===== config.mk =====
export PLATFORM = sky130hd
export DESIGN_NAME = rf_wb_arbiter
export DESIGN_NICKNAME = d
export VERILOG_FILES = /design/src/rtl/rf_wb_arbiter.sv
export SDC_FILE = /design/constraint.sdc
export NUM_CORES = 1
export LEC_CHECK = 0
export ABC_AREA = 1
export CORE_MARGIN = 8
export CORE_UTILIZATION = 45
export DETAILED_ROUTE_END_ITERATION = 10
export GPL_TIMING_DRIVEN = 0
export PLACE_DENSITY = 0.86
export SYNTH_ARGS = -nofsm -noshare
export SYNTH_HDL_FRONTEND = slang
export SYNTH_SLANG_ARGS = --single-unit

===== constraint.sdc =====
create_clock -name Clk -period 3.6 [get_ports Clk]
set_input_delay 1.08 -clock Clk [delete_from_list [all_inputs] [get_ports Clk]]
set_output_delay 1.08 -clock Clk [all_outputs]
set_load 0.1 [all_outputs]

===== src/rtl/rf_wb_arbiter.sv =====
// rtl/rf_wb_arbiter.sv - round-robin write-back arbiter for the 32x32 register file (optional bypass: RF_WB_BYPASS_EN)
module rf_wb_arbiter (
   input  logic        Clk,
   input  logic        Clr_n,
   input  logic        Stall,
   input  logic        A_valid,
   input  logic [4:0]  A_rw,
   input  logic [31:0] A_pw,
   output logic        A_ready,
   input  logic        B_valid,
   input  logic [4:0]  B_rw,
   input  logic [31:0] B_pw,
   output logic        B_ready,
   output logic [4:0]  RW,
   output logic [31:0] PW,
   output logic        LE,
   output logic [15:0] Wcount
`ifdef RF_WB_BYPASS_EN
   ,
   input  logic [4:0]  RA,
   input  logic [4:0]  RB,
   input  logic [31:0] PA_rf,
   input  logic [31:0] PB_rf,
   output logic [31:0] PA,
   output logic [31:0] PB
`endif
);

   localparam logic PTR_A = 1'b0;
   localparam logic PTR_B = 1'b1;

   logic        ptr;
   logic        a_xfer;
   logic        b_xfer;
   logic [4:0]  rw_q;
   logic [31:0] pw_q;
   logic        le_q;
   logic [15:0] wcount_q;
   logic        ptr_next;
   logic [4:0]  rw_next;
   logic [31:0] pw_next;
   logic        le_next;

   // Grant: a requester is ready unless the other side is also asking and holds priority.
   // A ready never looks at its own valid, so the two transfers are mutually exclusive.
   always_comb begin
      A_ready = Clr_n & ~Stall & (~B_valid | (ptr == PTR_A));
      B_ready = Clr_n & ~Stall & (~A_valid | (ptr == PTR_B));
      a_xfer  = A_valid & A_ready;
      b_xfer  = B_valid & B_ready;
   end

   // Next pointer and next write command; R0 targets handshake but never raise LE.
   always_comb begin
      ptr_next = ptr;
      rw_next  = rw_q;
      pw_next  = pw_q;
      le_next  = 1'b0;
      if (a_xfer) begin
         ptr_next = PTR_B;
         rw_next  = A_rw;
         pw_next  = A_pw;
         le_next  = (A_rw != 5'd0);
      end else if (b_xfer) begin
         ptr_next = PTR_A;
         rw_next  = B_rw;
         pw_next  = B_pw;
         le_next  = (B_rw != 5'd0);
      end
   end

   // Pointer and registered write command; reset drops any in-flight transfer.
   always_ff @(posedge Clk) begin
      if (!Clr_n) begin
         ptr  <= PTR_A;
         rw_q <= 5'd0;
         pw_q <= 32'd0;
         le_q <= 1'b0;
      end else begin
         ptr  <= ptr_next;
         rw_q <= rw_next;
         pw_q <= pw_next;
         le_q <= le_next;
      end
   end

   // Commit counter: counts the edge at which the register file captures a write, even under Stall.
   always_ff @(posedge Clk) begin
      if (!Clr_n) begin
         wcount_q <= 16'd0;
      end else if (le_q) begin
         wcount_q <= wcount_q + 16'd1;
      end
   end

   assign RW     = rw_q;
   assign PW     = pw_q;
   assign LE     = le_q;
   assign Wcount = wcount_q;

`ifdef RF_WB_BYPASS_EN
   // Forward the committing write so a read in the same cycle sees the new value.
   always_comb begin
      PA = (le_q && (rw_q == RA) && (rw_q != 5'd0)) ? pw_q : PA_rf;
      PB = (le_q && (rw_q == RB) && (rw_q != 5'd0)) ? pw_q : PB_rf;
   end
`endif

endmodule


======== After elaboration in Yosys (flattened, before gate mapping) ========
Index checks and enable logic that the tools add are counted.
storage, ports and cells
  logic and storage cells ................. 28
  register bits after elaboration ......... 55
operators by class
  reduce and logical (&&, ||, !) cells .... 3
  bitwise operators ....................... 11
  $add $sub $neg .......................... 1
  multiplexer cells ....................... 8
operator list
  cell                     count
  $mux W32                 2
  $add A16 B1 Y16 const B  1
  $mux W5                  2
  $reduce_bool A5 Y1       2
  $and A1 B1 Y1            5
  $mux W1                  4
  $not A1 Y1               4
  $or A1 B1 Y1             2
  $reduce_bool A2 Y1       1

======== Longest topological paths before layout ========
  depth after elaboration ................. 6
  mapped depth ............................ 8
  mapped depth without buffers ............ 7

======== Least setup slack after synthesis ========
OpenSTA, ideal clock, no wires.
  kind .................................... input port to output port
  start ................................... input port Clr_n
  end ..................................... output port A_ready
  path slack .............................. -0.616 ns
  arrival ................................. 3.136 ns
  stages .................................. 6
  cell sequence ........................... inv_2 > nor2_2 > buf_2 > buf_2 > inv_1 > a21oi_1
on the way
  word-level cells in the longest chain between the ends .. 2
RTL lines
  item                        RTL line  text
  from (decl)                 4         input logic Clr_n,
  $and A1 B1 Y1 (2 in a row)  47        A_ready = Clr_n & ~Stall & (~B_valid | (ptr == PTR_A));
  to (decl)                   9         output logic A_ready,
Every way passes these cells.

======== Worst setup path after layout ========
  start ................................... input port Stall
  end ..................................... output port B_ready
on the way
  word-level cells in the longest chain between the ends .. 3
RTL lines
  item                        RTL line  text
  from (decl)                 5         input logic Stall,
  $not A1 Y1                  48        B_ready = Clr_n & ~Stall & (~A_valid | (ptr == PTR_B));
  $and A1 B1 Y1 (2 in a row)  48
  to (decl)                   13        output logic B_ready,
Every way passes these cells.

==> tab_implementation.tex <==
\begin{tabular}{lr}
\hline
Metric & Value \\
\hline
\multicolumn{2}{l}{\textbf{Worst setup path}} \\
\quad Standard cell with the maximum stage delay on the critical path & clkdlybuf4s50\_1 \\
\quad Delay of the slowest critical-path stage & 0.46 ns \\
\quad Capture point of the worst reg-to-reg path & PW[13]\$\_SDFFE\_PN0P\_ \\
\quad Reg-to-reg critical path startpoint & ptr\$\_SDFFE\_PN0P\_ \\
\quad Arr. time, crit path & 2.46 ns \\
\quad Worst Setup Path Type & input pin to primary output \\
\quad Crit path launch type & input pin \\
\quad CP most frequent cell & buf\_6 \\
\quad Worst r2r path cells & 6 \\
\quad Critical path endpoint category & primary output \\
\quad Critical Path RT & around 2.5 ns \\
\quad Crit path from & Stall \\
\quad Cell class contributing the biggest share of worst-path delay & buffers and inverters \\
\quad Critical-path cell list & clkdlybuf4s50\_1 -> nor2\_2 -> buf\_6 -> inv\_1 -> a21oi\_1 -> buf\_6 \\
\quad Number of buffer and inverter stages on the critical path & 4 \\
\quad Crit. path cell count & 6 \\
\quad Largest driver fanout on the critical path & 19 \\
\quad Critical path endpoint & B\_ready \\
\quad Worst reg-to-reg setup slack & 2.04 ns \\
\multicolumn{2}{l}{\textbf{Clock tree}} \\
\quad CTS Hold Bufs & 0 \\
\quad Total clock buffers created by CTS & 5 \\
\quad CTS tree & yes \\
\quad Total clock sinks & 55 \\
\quad Master cell of the clock root buffer & clkbuf\_8 \\
\quad Number of levels the H-tree was split into & 2 \\
\quad Post CTS Setup Buffer Count & 0 \\
\quad Clock slew seen by the registers of the worst setup and hold paths & about 0.1 ns \\
\quad Worst skew pair latency & 0.30 ns \\
\quad Maximum count of clock buffers along a single path & 2 \\
\multicolumn{2}{l}{\textbf{Final layout}} \\
\quad Commonest non-fill, non-tap cells in the layout & clkdlybuf4s50\_1, inv\_1, nand3\_1 \\
\quad Most common library cell in the layout ignoring fill and taps & clkdlybuf4s50\_1 \\
\quad Signed area change from the synthesized netlist to the final layout & 52.64\% \\
\quad Area of all placed cells without fillers & 4517 um\^{}2 \\
\quad Share of final-layout standard cells stronger than drive strength 1 & 4.485\% \\
\quad Non-filler instance count after layout & 679 \\
\quad Final net count & 681 \\
\quad Filler cell count & 548 \\
\quad Share of the core filled with cells & a little over 70\% \\
\quad Number of antenna cells inserted & 0 \\
\multicolumn{2}{l}{\textbf{Hold path}} \\
\quad Type of the most critical hold path & flop to flop \\
\multicolumn{2}{l}{\textbf{STA}} \\
\quad Total count of max-transition violations in the final report & 0 \\
\quad Worst rel slew slack & a little under a third \\
\quad Setup Viol. Count Final & 0 \\
\quad Unrepaired setup endpoints after global routing & no \\
\quad Peak Freq & around 280 MHz \\
\quad Final Hold Violating Endpoints & 0 \\
\quad Post-Route Skew & 0.009400 ns \\
\quad Pin slew with the least headroom to its limit & 1.033 ns \\
\quad Minimum period implied by the final worst setup slack & $\sim$3.5 ns \\
\quad Final period util & between 90 and 100\% \\
\multicolumn{2}{l}{\textbf{Global routing}} \\
\quad Congestion Overflow GR & 0 \\
\quad Global-route wire length before repair & 16460 um \\
\quad Antenna violations before repair & 0 \\
\quad Number of global-route vias before repair & 3517 \\
\quad Global-route total usage across every layer & around a fifth \\
\quad Maximum number of pins on one net before global-route repair & 20 \\
\multicolumn{2}{l}{\textbf{Power and ir drop}} \\
\quad Total power density per cell area & about 340 nW/um\^{}2 \\
\quad PnR Total Power & 1.550 mW \\
\quad VDD IR-drop max & 233.8 uV \\
\quad Portion of total power attributed to combinational logic & a little under a third \\
\quad Switching portion of total power & approximately 34\% \\
\quad Clk pwr share & 27.7\% \\
\quad Sequential cell fraction of total power & 41.8\% \\
\quad Leakage & 1.943 nW \\
\quad Internal power summed over all cells & 1.021 mW \\
\quad Reported net switching power & 0.5283 mW \\
\multicolumn{2}{l}{\textbf{Status}} \\
\quad Result of the run & completed \\
\multicolumn{2}{l}{\textbf{Logic synthesis}} \\
\quad Post-synthesis cell count & 461 \\
\quad Number of distinct library cell variants in the gate-level netlist after synthesis & 26 \\
\quad Total nets after synthesis & 541 \\
\quad Synthesis Warnings & 0 \\
\quad Register bit count reported by yosys & between 50 and 60 \\
\quad Sequential element share of the synthesized area & a little under two fifths \\
\quad Synthesized cell area & $\sim$3000 um\^{}2 \\
\quad Average instance area after synthesis & 6.419 um\^{}2 \\
\multicolumn{2}{l}{\textbf{Placed design}} \\
\quad Total placed instance area & $\sim$4400 um\^{}2 \\
\quad \# port buffers & about 130 \\
\quad Routability cong. & 0.8608 \\
\quad Total placed cells including tap cells & 672 \\
\quad HPWL after DPL & around 8000 um \\
\multicolumn{2}{l}{\textbf{Floorplan}} \\
\quad Initial core utilization & 46.60\% \\
\quad Overall die area & 9426 um\^{}2 \\
\quad Die extent in y & 97.09 um \\
\quad Row Count & 29 \\
\quad Die X & 97.09 um \\
\quad Area of the core & approximately 6300 um\^{}2 \\
\quad I/O pin cnt & 135 \\
\multicolumn{2}{l}{\textbf{Drt}} \\
\quad Via count & around 3500 \\
\quad Routed wirelength normalized by instance count & $\sim$14 um \\
\quad Detail Route Antenna Nets & 0 \\
\quad Starting DRC count in detailed routing & around 160 \\
\quad Wire length reported by the detailed router & slightly below 10000 um \\
\quad Total iterations of the first detailed-routing run & 5 \\
\quad Remaining DRCs & 0 \\
\quad Vias per Instance & 5.208 \\
\multicolumn{2}{l}{\textbf{Flow run}} \\
\quad MaxCap Viol Count & 0 \\
\hline
\end{tabular}
state kept, by name (all words and copies together) (netlist names):
name,cells
PW,32
Wcount,16
RW,5
LE,1
ptr,1
cells in the mapped netlist:
library cell  count  area share [%]
o21ai_0           5            0.85
clkbuf_1         18             2.3
xnor2_1           1            0.30
nand2_1          62             7.9
nor3_1            1            0.17
xor2_1            1            0.30
nand4_2           1            0.42
inv_1            90              11
o21ai_1           5            0.85
dfxtp_1          55              37
nand3_1          75              13
nand4_1          38             8.0
a211oi_1          1            0.25
o21bai_1          1            0.25
nor2_1           42             5.3
nand2_2           1            0.21
ha_1              1            0.42
inv_2             1            0.13
a21boi_0          1            0.25
o22ai_1           1            0.21
buf_2             7             1.2
a21oi_1          44             7.4
nor2_2            1            0.21
buf_4             4             1.0
nand3_2           1            0.34
buf_1             3            0.38
cells by family after synthesis:
family / after synthesis / synth area share [%]
AND/OR/NAND/NOR: 222 / 35.26
buffers and inverters: 123 / 16.41
AO/OA/AOI/OAI: 58 / 10.11
flip-flops: 55 / 37.21
XOR/XNOR: 2 / 0.5921
adder cells (fa/ha/maj): 1 / 0.4228
worst min path at each step:
stage | depth (start not counted) | to | from
3_3_place_gp | 2 | PW[11]$_SDFFE_PN0P_ | PW[11]$_SDFFE_PN0P_
3_5_place_dp | 2 | PW[6]$_SDFFE_PN0P_ | PW[6]$_SDFFE_PN0P_
5_1_grt | 2 | PW[4]$_SDFFE_PN0P_ | PW[4]$_SDFFE_PN0P_
6_report | 2 | PW[4]$_SDFFE_PN0P_ | PW[4]$_SDFFE_PN0P_
4_1_cts | 2 | PW[4]$_SDFFE_PN0P_ | PW[4]$_SDFFE_PN0P_
2_1_floorplan | 2 | ptr$_SDFFE_PN0P_ | ptr$_SDFFE_PN0P_
final cells by class:
type / instances / area (um^2) / area share (%)
Multi-Input combinational cell: 283 / 1373 / 30.39
Timing Repair Buffer: 134 / 1340 / 29.67
Sequential cell: 55 / 1101 / 24.38
Inverter: 91 / 341.6 / 7.562
Buffer: 31 / 147.6 / 3.269
Tap cell: 77 / 96.34 / 2.133
Clock buffer: 6 / 82.58 / 1.828
Clock inverter: 2 / 35.03 / 0.7756
tightest hold or removal path, cell delays in order, from the launching register on:
cell and delay, ns:
dfxtp_1 0.32, nand3_1 0.07, a21oi_1 0.06
through the flow:
step                TNS, ns  hold WS [ns]  setup WS [ns]
floorplan            -1.232        0.4752        -0.6160
global placement     -2.566        0.4710         -1.283
detailed placement   -2.635        0.4766         -1.339
CTS                       0        0.4896        0.02232
global route              0        0.5063       0.005102
finish                    0        0.4917        0.06140
power groups by stage:
stage / registers, mW / logic [mW] / clock network, mW
after global placement: 0.661 / 0.466 / 0
after floorplan: 0.835 / 0.124 / 0
final: 0.648 / 0.473 / 0.429
after detailed placement: 0.662 / 0.472 / 0
after CTS: 0.648 / 0.472 / 0.430
after global routing: 0.652 / 0.502 / 0.458
metal layers:
layer	wire length (um)	part of all wire, %	up-vias	track usage, %
met5	0	0	-	0
met4	109	1.1	0	5.089
met3	1019	10	9	7.468
met2	4856	49	141	36.35
met1	3852	39	1616	22.17
li1	-	-	1770	-
what timing repair did:
item / CTS / global route
resized for setup: 17 / 3
hold endpoints to repair: 0 / 0
endpoints found under the setup margin: 2 / 2
cloned: 0 / 0
Power figures use the tool's default switching activity.
